`config.mk`:
```
export PLATFORM = sky130hd
export DESIGN_NAME = fc_pingpong_ctrl
export DESIGN_NICKNAME = d
export VERILOG_FILES = /design/src/rtl/fc_ctrl_pkg.sv /design/src/rtl/fc_bank_tracker.sv /design/src/rtl/fc_pingpong_ctrl.sv
export SDC_FILE = /design/constraint.sdc
export NUM_CORES = 1
export LEC_CHECK = 0
export CAP_MARGIN = 0
export CORE_UTILIZATION = 51
export CTS_CLUSTER_SIZE = 20
export DETAILED_ROUTE_END_ITERATION = 6
export GPL_ROUTABILITY_DRIVEN = 1
export HOLD_SLACK_MARGIN = 0.12
export PLACE_DENSITY_LB_ADDON = 0.2
export SYNTH_ARGS = -nofsm -noshare
export SYNTH_HDL_FRONTEND = slang
export SYNTH_SLANG_ARGS = --single-unit
```
`constraint.sdc`:
```
create_clock -name clk -period 1.9 [get_ports clk]
set_input_delay 0.285 -clock clk [delete_from_list [all_inputs] [get_ports clk]]
set_output_delay 0.285 -clock clk [all_outputs]
set_load 0.02 [all_outputs]
```
`src/rtl/fc_ctrl_pkg.sv`:
```
// Shared definitions for the ping-pong fully-connected layer controller.
// Holds the compute-state encoding, the default layer geometry, the address
// widths that follow from it, and a counter-width helper.
package fc_ctrl_pkg;

    localparam int FC_M      = 8;   // output rows
    localparam int FC_N      = 8;   // input vector length
    localparam int FC_RD_LAT = 1;   // address-to-operand latency

    localparam int AW_X = $clog2(FC_N);         // vector-memory address within a bank
    localparam int AW_W = $clog2(FC_M * FC_N);  // weight-ROM address

    typedef enum logic [1:0] {
        C_IDLE,
        C_MAC,
        C_DRAIN,
        C_OUT
    } c_state_t;

    // Width of a counter that must hold 0..n-1, never narrower than one bit.
    function automatic int cnt_w(input int n);
        return (n > 1) ? $clog2(n) : 1;
    endfunction

endpackage

```
`src/rtl/fc_bank_tracker.sv`:
```
// Loader side of the two-bank vector memory.
// Streams incoming words into the bank selected by wr_buf, marks a bank full
// once N words have landed, and flips to the other bank. A bank is released
// by the compute side via release_bank/release_buf once its last row is out.
// Ports:
//   clk, reset         clock, asynchronous active-low reset
//   input_valid        upstream word valid
//   release_bank       compute side is done with bank release_buf
//   release_buf        bank being released
//   input_ready        registered: current write bank is free
//   wr_en_x            write strobe (input_valid & input_ready)
//   wr_buf, wr_addr_x  bank and address of the word being written
//   full               per-bank full flags
module fc_bank_tracker
    import fc_ctrl_pkg::*;
#(
    parameter int N = FC_N
) (
    input  logic                 clk,
    input  logic                 reset,
    input  logic                 input_valid,
    input  logic                 release_bank,
    input  logic                 release_buf,
    output logic                 input_ready,
    output logic                 wr_en_x,
    output logic                 wr_buf,
    output logic [$clog2(N)-1:0] wr_addr_x,
    output logic [1:0]           full
);

    localparam int XW = $clog2(N);

    logic [1:0]    full_nxt;
    logic          wr_buf_nxt;
    logic [XW-1:0] wr_addr_nxt;

    assign wr_en_x = input_valid & input_ready;

    // Release and fill always target different banks (the write bank can only
    // equal the read bank while that bank is empty), so both edits may land
    // in the same cycle.
    always_comb begin
        full_nxt    = full;
        wr_buf_nxt  = wr_buf;
        wr_addr_nxt = wr_addr_x;
        if (release_bank)
            full_nxt[release_buf] = 1'b0;
        if (wr_en_x) begin
            if (wr_addr_x == XW'(N - 1)) begin
                full_nxt[wr_buf] = 1'b1;
                wr_buf_nxt       = ~wr_buf;
                wr_addr_nxt      = '0;
            end else begin
                wr_addr_nxt = wr_addr_x + XW'(1);
            end
        end
    end

    // input_ready is computed from next-state values so it tracks
    // ~full[wr_buf] exactly while still being a flop (0 during reset).
    always_ff @(posedge clk or negedge reset) begin
        if (!reset) begin
            full        <= '0;
            wr_buf      <= 1'b0;
            wr_addr_x   <= '0;
            input_ready <= 1'b0;
        end else begin
            full        <= full_nxt;
            wr_buf      <= wr_buf_nxt;
            wr_addr_x   <= wr_addr_nxt;
            input_ready <= ~full_nxt[wr_buf_nxt];
        end
    end

endmodule

```
`src/rtl/fc_pingpong_ctrl.sv`:
```
// Control sequencer for the fully-connected layer y = W*x with a ping-pong
// vector memory: bank k+1 fills while bank k is multiplied row by row.
// Ports:
//   clk, reset                 clock, asynchronous active-low reset
//   input_valid/input_ready    upstream word handshake
//   wr_en_x, wr_buf, wr_addr_x vector-memory write port
//   rd_buf, rd_addr_x          vector-memory read port
//   addr_w                     weight-ROM address
//   clear_acc, en_acc          accumulator control
//   output_valid/output_ready  row-result handshake
//   busy                       compute FSM active
module fc_pingpong_ctrl
    import fc_ctrl_pkg::*;
#(
    parameter int M      = FC_M,
    parameter int N      = FC_N,
    parameter int RD_LAT = FC_RD_LAT
) (
    input  logic                   clk,
    input  logic                   reset,
    input  logic                   input_valid,
    output logic                   input_ready,
    output logic                   wr_en_x,
    output logic                   wr_buf,
    output logic [$clog2(N)-1:0]   wr_addr_x,
    output logic                   rd_buf,
    output logic [$clog2(N)-1:0]   rd_addr_x,
    output logic [$clog2(M*N)-1:0] addr_w,
    output logic                   clear_acc,
    output logic                   en_acc,
    output logic                   output_valid,
    input  logic                   output_ready,
    output logic                   busy
);

    localparam int XW = $clog2(N);
    localparam int WW = $clog2(M * N);
    localparam int RW = cnt_w(M);
    localparam int DW = cnt_w(RD_LAT);

    c_state_t      state, state_nxt;
    logic [RW-1:0] row, row_nxt;
    logic [DW-1:0] drain, drain_nxt;
    logic [XW-1:0] rd_addr_nxt;
    logic [WW-1:0] addr_w_nxt;
    logic          rd_buf_nxt, clear_nxt, ov_nxt, issue_nxt;
    logic          release_bank;
    logic [1:0]    full;

    // vld_pipe[0] is the registered address-issue strobe; operands for that
    // address arrive RD_LAT cycles later, which is when they are accumulated.
    logic [RD_LAT:0] vld_pipe;

    fc_bank_tracker #(.N(N)) u_bank (
        .clk          (clk),
        .reset        (reset),
        .input_valid  (input_valid),
        .release_bank (release_bank),
        .release_buf  (rd_buf),
        .input_ready  (input_ready),
        .wr_en_x      (wr_en_x),
        .wr_buf       (wr_buf),
        .wr_addr_x    (wr_addr_x),
        .full         (full)
    );

    assign busy   = (state != C_IDLE);
    assign en_acc = vld_pipe[RD_LAT];

    // rd_addr_x doubles as the column counter. addr_w simply increments with
    // every issued address, so row*N+col is never multiplied out.
    always_comb begin
        state_nxt    = state;
        row_nxt      = row;
        drain_nxt    = drain;
        rd_addr_nxt  = rd_addr_x;
        addr_w_nxt   = addr_w;
        rd_buf_nxt   = rd_buf;
        clear_nxt    = 1'b0;
        ov_nxt       = 1'b0;
        issue_nxt    = 1'b0;
        release_bank = 1'b0;
        case (state)
            C_IDLE: begin
                if (full[rd_buf]) begin
                    state_nxt   = C_MAC;
                    row_nxt     = '0;
                    rd_addr_nxt = '0;
                    addr_w_nxt  = '0;
                    clear_nxt   = 1'b1;
                    issue_nxt   = 1'b1;
                end
            end
            C_MAC: begin
                if (rd_addr_x == XW'(N - 1)) begin
                    state_nxt = C_DRAIN;
                    drain_nxt = '0;
                end else begin
                    rd_addr_nxt = rd_addr_x + XW'(1);
                    addr_w_nxt  = addr_w + WW'(1);
                    issue_nxt   = 1'b1;
                end
            end
            C_DRAIN: begin
                if (drain == DW'(RD_LAT - 1)) begin
                    state_nxt = C_OUT;
                    ov_nxt    = 1'b1;
                end else begin
                    drain_nxt = drain + DW'(1);
                end
            end
            C_OUT: begin
                ov_nxt = 1'b1;
                if (output_ready) begin
                    ov_nxt = 1'b0;
                    if (row == RW'(M - 1)) begin
                        // Last row of this vector: hand the bank back.
                        release_bank = 1'b1;
                        rd_buf_nxt   = ~rd_buf;
                        rd_addr_nxt  = '0;
                        addr_w_nxt   = '0;
                        state_nxt    = C_IDLE;
                    end else begin
                        row_nxt     = row + RW'(1);
                        rd_addr_nxt = '0;
                        addr_w_nxt  = addr_w + WW'(1);
                        clear_nxt   = 1'b1;
                        issue_nxt   = 1'b1;
                        state_nxt   = C_MAC;
                    end
                end
            end
            default: state_nxt = C_IDLE;
        endcase
    end

    always_ff @(posedge clk or negedge reset) begin
        if (!reset) begin
            state        <= C_IDLE;
            row          <= '0;
            drain        <= '0;
            rd_addr_x    <= '0;
            addr_w       <= '0;
            rd_buf       <= 1'b0;
            clear_acc    <= 1'b0;
            output_valid <= 1'b0;
            vld_pipe     <= '0;
        end else begin
            state        <= state_nxt;
            row          <= row_nxt;
            drain        <= drain_nxt;
            rd_addr_x    <= rd_addr_nxt;
            addr_w       <= addr_w_nxt;
            rd_buf       <= rd_buf_nxt;
            clear_acc    <= clear_nxt;
            output_valid <= ov_nxt;
            vld_pipe     <= {vld_pipe[RD_LAT-1:0], issue_nxt};
        end
    end

endmodule

```
# Yosys cells after proc, flatten, opt, wreduce, memory -nomap -nowiden
# Cells that the tools add are included.
# classes
n_addsub,5
mul,0
n_div,0
magnitude_cmp,5
eq_ne,12
shift,0
mux,47
bitwise_logic,7
reduce_logical,12
# op_table
cell,n
$mux W6,4
$mux W1,20
$mux W3,6
$pmux W6 S3,1
$mux W2,7
$ne A2 B2 Y1 const B,6
$reduce_and A4 Y1,3
$add A3 B1 Y3 const B,3
$eq A3 B3 Y1 const B,3
$pmux W3 S3,1
$pmux W2 S4,1
$add A6 B1 Y6 const B,1
$lt A1 B2 Y1 const B,3
$pmux W1 S2,3
$pmux W3 S2,1
$reduce_bool A2 Y1,3
$eq A2 B2 Y1 const B,2
$not A1 Y1,3
$pmux W1 S3,1
$reduce_and A3 Y1,1
$reduce_bool A3 Y1,1
$and A2 B2 Y2,1
$demux W1 S1,2
$eq A2 B1 Y1 const B,1
other kinds (8),10
# word_totals
reg_bits,27
latch_bits,0
ramBits,0
romBits,0
out_inout_bits,20
n_memories,0

# Longest topological paths before layout
# Gate-level depths: netlist (run 1).
# depth
depth_word,13
depth_mapped,7
ltp_nobuf,6

# By module
# From an unflattened synthesis (run 1), not the netlist that was laid out.
# hier_totals
hier_cells,119
area_unflattened_um2,1406.3
# by_module_without_submodules
module,n_inst,cells_each,area_per_inst_um2
fc_pingpong_ctrl,1,93,1073.5
fc_bank_tracker,1,26,332.8

# Least setup slack after synthesis (run 1)
# No wires, ideal clock.
# synth_timing
kind,reg-to-reg
startpoint,register rd_addr_x[0]
endpoint,register state[1]
arrival_ns,1.589
required_time_ns,1.775
setup_slack_ns,0.185
stages_incl_launch_ff,7
n_path_buf,0
cell_sequence,dfrtp_1 ha_1 ha_1 nor2b_1 inv_1 and2_2 mux2_4
# synth_via
elab_chain_cells,3
# synth_rtl
element,line_no,source
start: declaration,fc_pingpong_ctrl.sv:27,"output logic [$clog2(N)-1:0] rd_addr_x,"
start signal: assignment,fc_pingpong_ctrl.sv:152,rd_addr_x <= rd_addr_nxt;
$eq A3 B3 Y1,fc_pingpong_ctrl.sv:95,if (rd_addr_x == XW'(N - 1)) begin
$ne A2 B2 Y1 (no line),n/a,
$reduce_and A4 Y1 (no line),n/a,
end signal: assignment,fc_pingpong_ctrl.sv:149,state <= state_nxt;
end: declaration,fc_pingpong_ctrl.sv:41,"c_state_t state, state_nxt;"
# Every way passes these cells.
# A chain may end at the register's enable or synchronous reset.

# Worst setup path in the final report (run 1)
# layout_timing
startpoint,input input_valid
endpoint,output wr_en_x
# layout_via
elab_chain_cells,1
# layout_rtl
element,line_no,source
start: declaration,fc_pingpong_ctrl.sv:21,"input logic input_valid,"
$and A1 B1 Y1,fc_bank_tracker.sv:37,assign wr_en_x = input_valid & input_ready;
end: declaration,fc_pingpong_ctrl.sv:23,"output logic wr_en_x,"
# Every way passes these cells.

==> results of run 1 <==
==> registers in the layout, indices dropped and copies added (netlist names) <==
name / count
clear_acc: 1
state: 2
u_bank.input_ready: 1
output_valid: 1
addr_w: 6
row: 3
u_bank.full: 2
u_bank.wr_buf: 1
rd_addr_x: 3
u_bank.wr_addr_x: 3
rd_buf: 1
vld_pipe: 2
==> metal layers <==
metal / GRT usage, % / wire length (microns) / up-vias
met5: 0 / 0 / -
met3: 2.586 / 88 / 5
li1: - / - / 508
met1: 27.12 / 1214 / 504
met2: 43.04 / 1494 / 30
met4: 8.333 / 44 / 0
==> through the flow <==
stage	area [sq um]	instances	util [%]	worst slack, ps
2_1_floorplan	1333	123	-	185.5
6_report	1702	188	68.69	72.07
5_1_grt	1702	188	68.69	7.711
3_3_place_gp	1645	182	66.41	22.22
4_1_cts	1680	186	67.83	21.73
3_5_place_dp	1645	182	66.41	24.62
==> timing repair <==
| item | 4_1_cts | 5_1_grt |
|---|---|---|
| endpoints found under the hold margin | 0 | 0 |
| endpoints found under the setup margin | 1 | 11 |
| setup buffers | 0 | 2 |
| gates resized for setup | 1 | 2 |
| pin swaps | 0 | 1 |
==> worst paths after layout <==
| path | start | end | slack, ps | cells after the start |
|---|---|---|---|---|
| max in group asynchronous | reset | row[0] | 1310 | 2 |
| min in group clk | vld_pipe[0] | vld_pipe[1] | 370 | 0 |
| max reg2reg | state[0] | state[1] | 110 | 5 |
| min reg2reg | vld_pipe[0] | vld_pipe[1] | 370 | 0 |
| min | reset | vld_pipe[1] | 340 | 2 |
| max | input_valid | wr_en_x | 70 | 4 |
==> cells by family after synthesis <==
group	count (synthesis)	synth area share (%)
adders and majority gates	12	11.27
and+or+nand+nor	33	12.49
xor gates and xnor gates	2	1.315
buffers and inverters	12	3.662
DFF	26	48.83
muxes	6	5.164
AOI/OAI and AO/OA	32	17.28
==> power breakdown <==
part / internal, W / switching (W)
combinational: 0.000812 / 0.000901
clock: 0.000117 / 0.000167
sequential: 0.000775 / 0.000197
total: 0.00170 / 0.00126
==> placed cells by master, fill, tap and decap left out, types with 2 or more instances in the layout <==
master and count:
nand3_1 6, nand2_1 10, a22o_2 2, buf_4 9
nand2b_1 5, nand4_1 2, a21oi_1 7, o21ai_0 7
a32o_1 4, clkbuf_4 3, xnor2_1 2, clkdlybuf4s50_1 22
dfrtp_1 26, and3_1 2, mux2_2 3, inv_1 11
nor2_1 4, o22ai_1 3, ha_1 11
==> worst register-to-register path: stages, from the launching register on <==
cell and delay, ps:
dfrtp_1 450, ha_2 260, nand2b_1 160, a21boi_4 310, and2_2 220, mux2_4 300
==> area by class of cell <==
| type | count | area (sq um) | share of cell area, % |
|---|---|---|---|
| timing repair buffer | 32 | 296.5 | 17.43 |
| inverter | 11 | 41.29 | 2.426 |
| tap | 30 | 37.54 | 2.206 |
| sequential | 26 | 650.6 | 38.24 |
| clock buffer | 4 | 36.28 | 2.132 |
| multi-input combinational | 85 | 639.4 | 37.57 |
==> metrics.txt, run 1 <==
synthesized flop and latch total=26; share of the yosys chip area belonging to registers=approximately half; area delta synth->final=27.70%; largest net degree at the start of global routing=27; Distinct cells, synth=32; RSZ-0062 raised after global routing=no; vias per cell=5.569; top cells by instance count after synthesis=26 x dfrtp_1, 12 x ha_1, 11 x inv_1; drt initial violations=26; type of the worst setup path=in2out; antenna cell count=0; pwr/cell area=1744 nW/um^2; Post-synth EDFFs=0; worst path required time=between 1500 and 2000 ps; GR Util All Layers=a little under a quarter; fin crit share=a little over nine tenths; class of the most critical hold timing path=in2async; I/O pin cnt=24; CP Capture Type=primary output; Lkg Pwr=0.7894 nW; hold buffer count at CTS=0; most frequent cell after synthesis=dfrtp_1; share of cells above drive strength 1=between 10% and 20%; post-route clock skew=2.719 ps; CP Cell Sequence=clkdlybuf4s50_1, nand2_1, inv_1, clkdlybuf4s50_1; Syn Inst Count=roughly 120; Post-Syn Area=about 1300 sq um; total grt overflow=0; CP startpoint kind=input port; die footprint=2821 sq um; vias in the first global route=1056; initial antenna violation count=0; Synth top area share=about half; mean post-synth cell area=between 10 and 15 sq um; Max-Cap Viols=0; status=completed; Primary FF master, synth=dfrtp_1; CTS tree=yes; Max rail drop VDD=approximately 1.2 mV; Pins Over Slew Limit=0; die width=about 53 microns; fmax=between 500 and 600 MHz; Final TNS setup=0 ps; DIE HEIGHT=between 50 and 60 microns; drt pass-1 iters=4; TritonCTS buffer count=3; Final ANT Viol Nets=0; Post-route DRC=0; Top Family by Delay on Critical Path=buffers and inverters; final setup violation count=0; Avg WL per Cell=roughly 15 microns; Yosys top cell by area=dfrtp_1; Area contributors post-synth=dfrtp_1 49%, ha_1 11%, inv_1 3.1%; Clock Root Buffer=clkbuf_4; final hold viol count=0; CP Buf/Inv Count=3; Syn. warnings=0; Most common cell on crit path=clkdlybuf4s50_1; fill cell count=between 200 and 250; Power, Total=approximately 0.0030 W; number of I/O port buffers=23; worst-path fanout max=2; Core ar.=2477 sq um; detailed placement HPWL=about 2100 microns; CP arrival=approximately 1500 ps; Clk Latency, worst-skew pair=between 300 and 400 ps; row count=18; max incr delay on CP=approximately 600 ps; Rel. slew slack=between 70% and 80%; Slowest-stage cell, CP=clkdlybuf4s50_1; Mapped Nets=approximately 140; GP Congestion=0.7620; worst hold margin=~340 ps; worst-margin pin slew=348.2 ps; total wire length=2841 microns; CTS sink count=26; H-tree levels=1; first-pass GRT wire length=about 4600 microns; fin crit period=between 1500 and 2000 ps; asr flop ratio synth=between 90% and 100%; CTS Buffer Depth=2; Initial Utilization=a little over half; nets@finish=175; clk slew on worst S/H paths=140 ps; total number of vias=between 1000 and 1500
Note: power is estimated with default switching activity, not from simulation.
==> run 2, diff against run 1 <==
--- a/config.mk
+++ b/config.mk
@@ -6,12 +6,14 @@
 export NUM_CORES = 1
 export LEC_CHECK = 0
 export CAP_MARGIN = 0
+export CORE_MARGIN = 5
 export CORE_UTILIZATION = 51
 export CTS_CLUSTER_SIZE = 20
 export DETAILED_ROUTE_END_ITERATION = 6
-export GPL_ROUTABILITY_DRIVEN = 1
+export GPL_ROUTABILITY_DRIVEN = 0
 export HOLD_SLACK_MARGIN = 0.12
 export PLACE_DENSITY_LB_ADDON = 0.2
+export SLEW_MARGIN = 20
 export SYNTH_ARGS = -nofsm -noshare
 export SYNTH_HDL_FRONTEND = slang
 export SYNTH_SLANG_ARGS = --single-unit
==> run 2 against run 1 <==
Design area decreased by 0.15%. Largest cell class unchanged. Clock-buffer cell count unchanged. Clock power about the same. Sequential share of layout area increased by 0.056 points. Worst hold slack got worse by 38 ps.
==> metrics.txt, run 2 (synthesized netlist as in run 1, its figures left out) <==
post-route clock skew=5.479 ps (+2.760 ps); wl on met1=1212 microns (-0.16%); Worst R2R Start=row[0]; I/O pin cnt=24 (unchanged); clk slew on worst S/H paths=150 ps (about the same); status=completed; worst hold margin=302.6 ps (-37.52 ps); met2 WL=1407 microns (-5.8%); Max-Cap Viols=0 (unchanged); number of I/O port buffers=23 (unchanged); most common cell after layout, fill and taps aside=dfrtp_1; part of the power in registers=33.1% (+0.4 points); final setup violation count=0 (unchanged); fill cell count=203 (-0.49%); commonest cells after routing, fill and taps aside=26 x dfrtp_1, 22 x clkdlybuf4s50_1, 10 x inv_1, 10 x nand2_1, 9 x ha_1; CP Capture Type=flip-flop; number of cells on the worst reg-to-reg path=6 (+1); Post-route DRC=0 (unchanged); Clock Root Buffer=clkbuf_4; drt initial violations=61 (+130%); largest net degree at the start of global routing=27 (unchanged); Pins Over Slew Limit=0 (unchanged); total grt overflow=0 (unchanged); vias in the first global route=1127 (+6.7%); Final ANT Viol Nets=0 (unchanged); DIE HEIGHT=61.12 microns (+15%); antenna cell count=0 (unchanged); fin worst setup slack=105.3 ps (+33.26 ps); first-pass GRT wire length=4919 microns (+6.1%); Clock power frac=9.7% (about the same); TritonCTS buffer count=3 (unchanged); H-tree levels=1 (unchanged); RSZ-0062 raised after global routing=no; uppermost layer routed=met4; Combinational Power Share=57.2% (-0.5 points); nets@finish=173 (-1.1%); Rel. slew slack=78.05% (+1.9 points); CP arrival=2050 ps (+510 ps); pwr/cell area=1751 nW/um^2 (+0.39%); Initial Utilization=53.79% (unchanged); CTS sink count=26 (unchanged); Max rail drop VDD=1.295 mV (+12%); row count=18 (unchanged); final hold viol count=0 (unchanged); detailed placement HPWL=2103 microns (+1.3%); class of the most critical hold timing path=in2async; share of cells above drive strength 1=16.03% (+0.20 points); total wire length=2856 microns (+0.53%); area delta synth->final=27.51%; initial antenna violation count=0 (unchanged); CTS tree=yes; CP startpoint kind=flip-flop; P_sw=0.001269 W (+0.35%); switch share=42.65% (+0.049 points); DR WL met3=153 microns (+74%); Final TNS setup=0 ps (unchanged); r2r setup slk=110 ps (about the same); total number of vias=1071 (+2.3%); die width=61.12 microns (+15%); die footprint=3735 sq um (+32%); Largest Register=addr_w; fin crit period=1795 ps (-33.26 ps); fmax=557.2 MHz (+1.9%); max FFs per register=6 (unchanged); vias per cell=5.758 (+3.4%); worst path required time=2150 ps (+530 ps); fin crit share=94.46% (-1.8 points); Lkg Pwr=0.7777 nW (-1.5%); FF-to-FF End=addr_w[0]; Pint=0.001706 W (+0.15%); GR Util All Layers=17.96% (-5.3 points); CTS Buffer Depth=2 (unchanged); drt pass-1 iters=4 (unchanged); Clk Latency, worst-skew pair=330 ps (about the same); hold buffer count at CTS=0 (unchanged); post-route core utilization=68.59% (-0.10 points); worst-path fanout max=5 (+3); Avg WL per Cell=15.35 microns (+1.6%); Core ar.=2477 sq um (unchanged); worst-margin pin slew=320.0 ps (-28.11 ps); Place WS=52.46 ps (+27.85 ps); type of the worst setup path=reg2reg
## run 2: cell count changes in the layout (fill, tap and decap cells not counted), sizes merged
cell	previous run	this run
buf	9	7
clkdlybuf4s15	0	1
dlygate4sd2	1	0
## run 2: critical path, stage by stage, from the launching register on
cell and delay (ps):
dfrtp_1 440, ha_1 210, ha_1 190, or2b_2 340
nand2_1 110, nand3_1 190, o21ai_0 230
## run 2: area by class of cell
cell class,count,area (sq um),share of cell area [%]
clock buffer,4,36.28,2.135
multi-input combinational,85,650.6,38.29
tap,30,37.54,2.209
sequential,26,650.6,38.29
inverter,11,41.29,2.430
timing repair buffer,30,282.8,16.64
## run 2: what timing repair did
action / CTS / global route
setup buffers: 0 / 0
hold endpoints to repair: 0 / 0
endpoints found under the setup margin: 1 / 3
pin swaps: 0 / 0
gates resized for setup: 1 / 5
## run 2: stage by stage
| step | area, sq um | cells | total power, W |
|---|---|---|---|
| finish | 1699 | 186 | 0.002975 |
| floorplan | 1333 | 123 | 0.002016 |
| global route | 1699 | 186 | 0.003220 |
| detailed placement | 1645 | 182 | 0.002650 |
| global placement | 1645 | 182 | 0.002575 |
| CTS | 1680 | 186 | 0.002932 |
## run 2: power groups by stage
stage	sequential, W	combinational [W]	clock (W)
global route	0.00102	0.00187	0.000325
global placement	0.000972	0.00160	0
CTS	0.000981	0.00166	0.000292
detailed placement	0.000993	0.00166	0
floorplan	0.00111	0.000910	0
finish	0.000984	0.00170	0.000288
## run 2: metal layers
metal / global-route usage [%] / vias up
li1: - / 508
met1: 21.34 / 515
met2: 30.51 / 37
met3: 2.516 / 11
met4: 11.15 / 0
met5: 0 / -
## run 2: how the worst max path moves through the flow
stage,from,to,slack (ps),cells past startpoint
after detailed placement,output_ready,state[1],50,5
after floorplan,rd_addr_x[0],state[1],190,6
final,row[0],addr_w[0],110,6
after CTS,state[0],busy,80,4
after global routing,state[0],busy,40,4
after global placement,output_ready,state[1],70,5
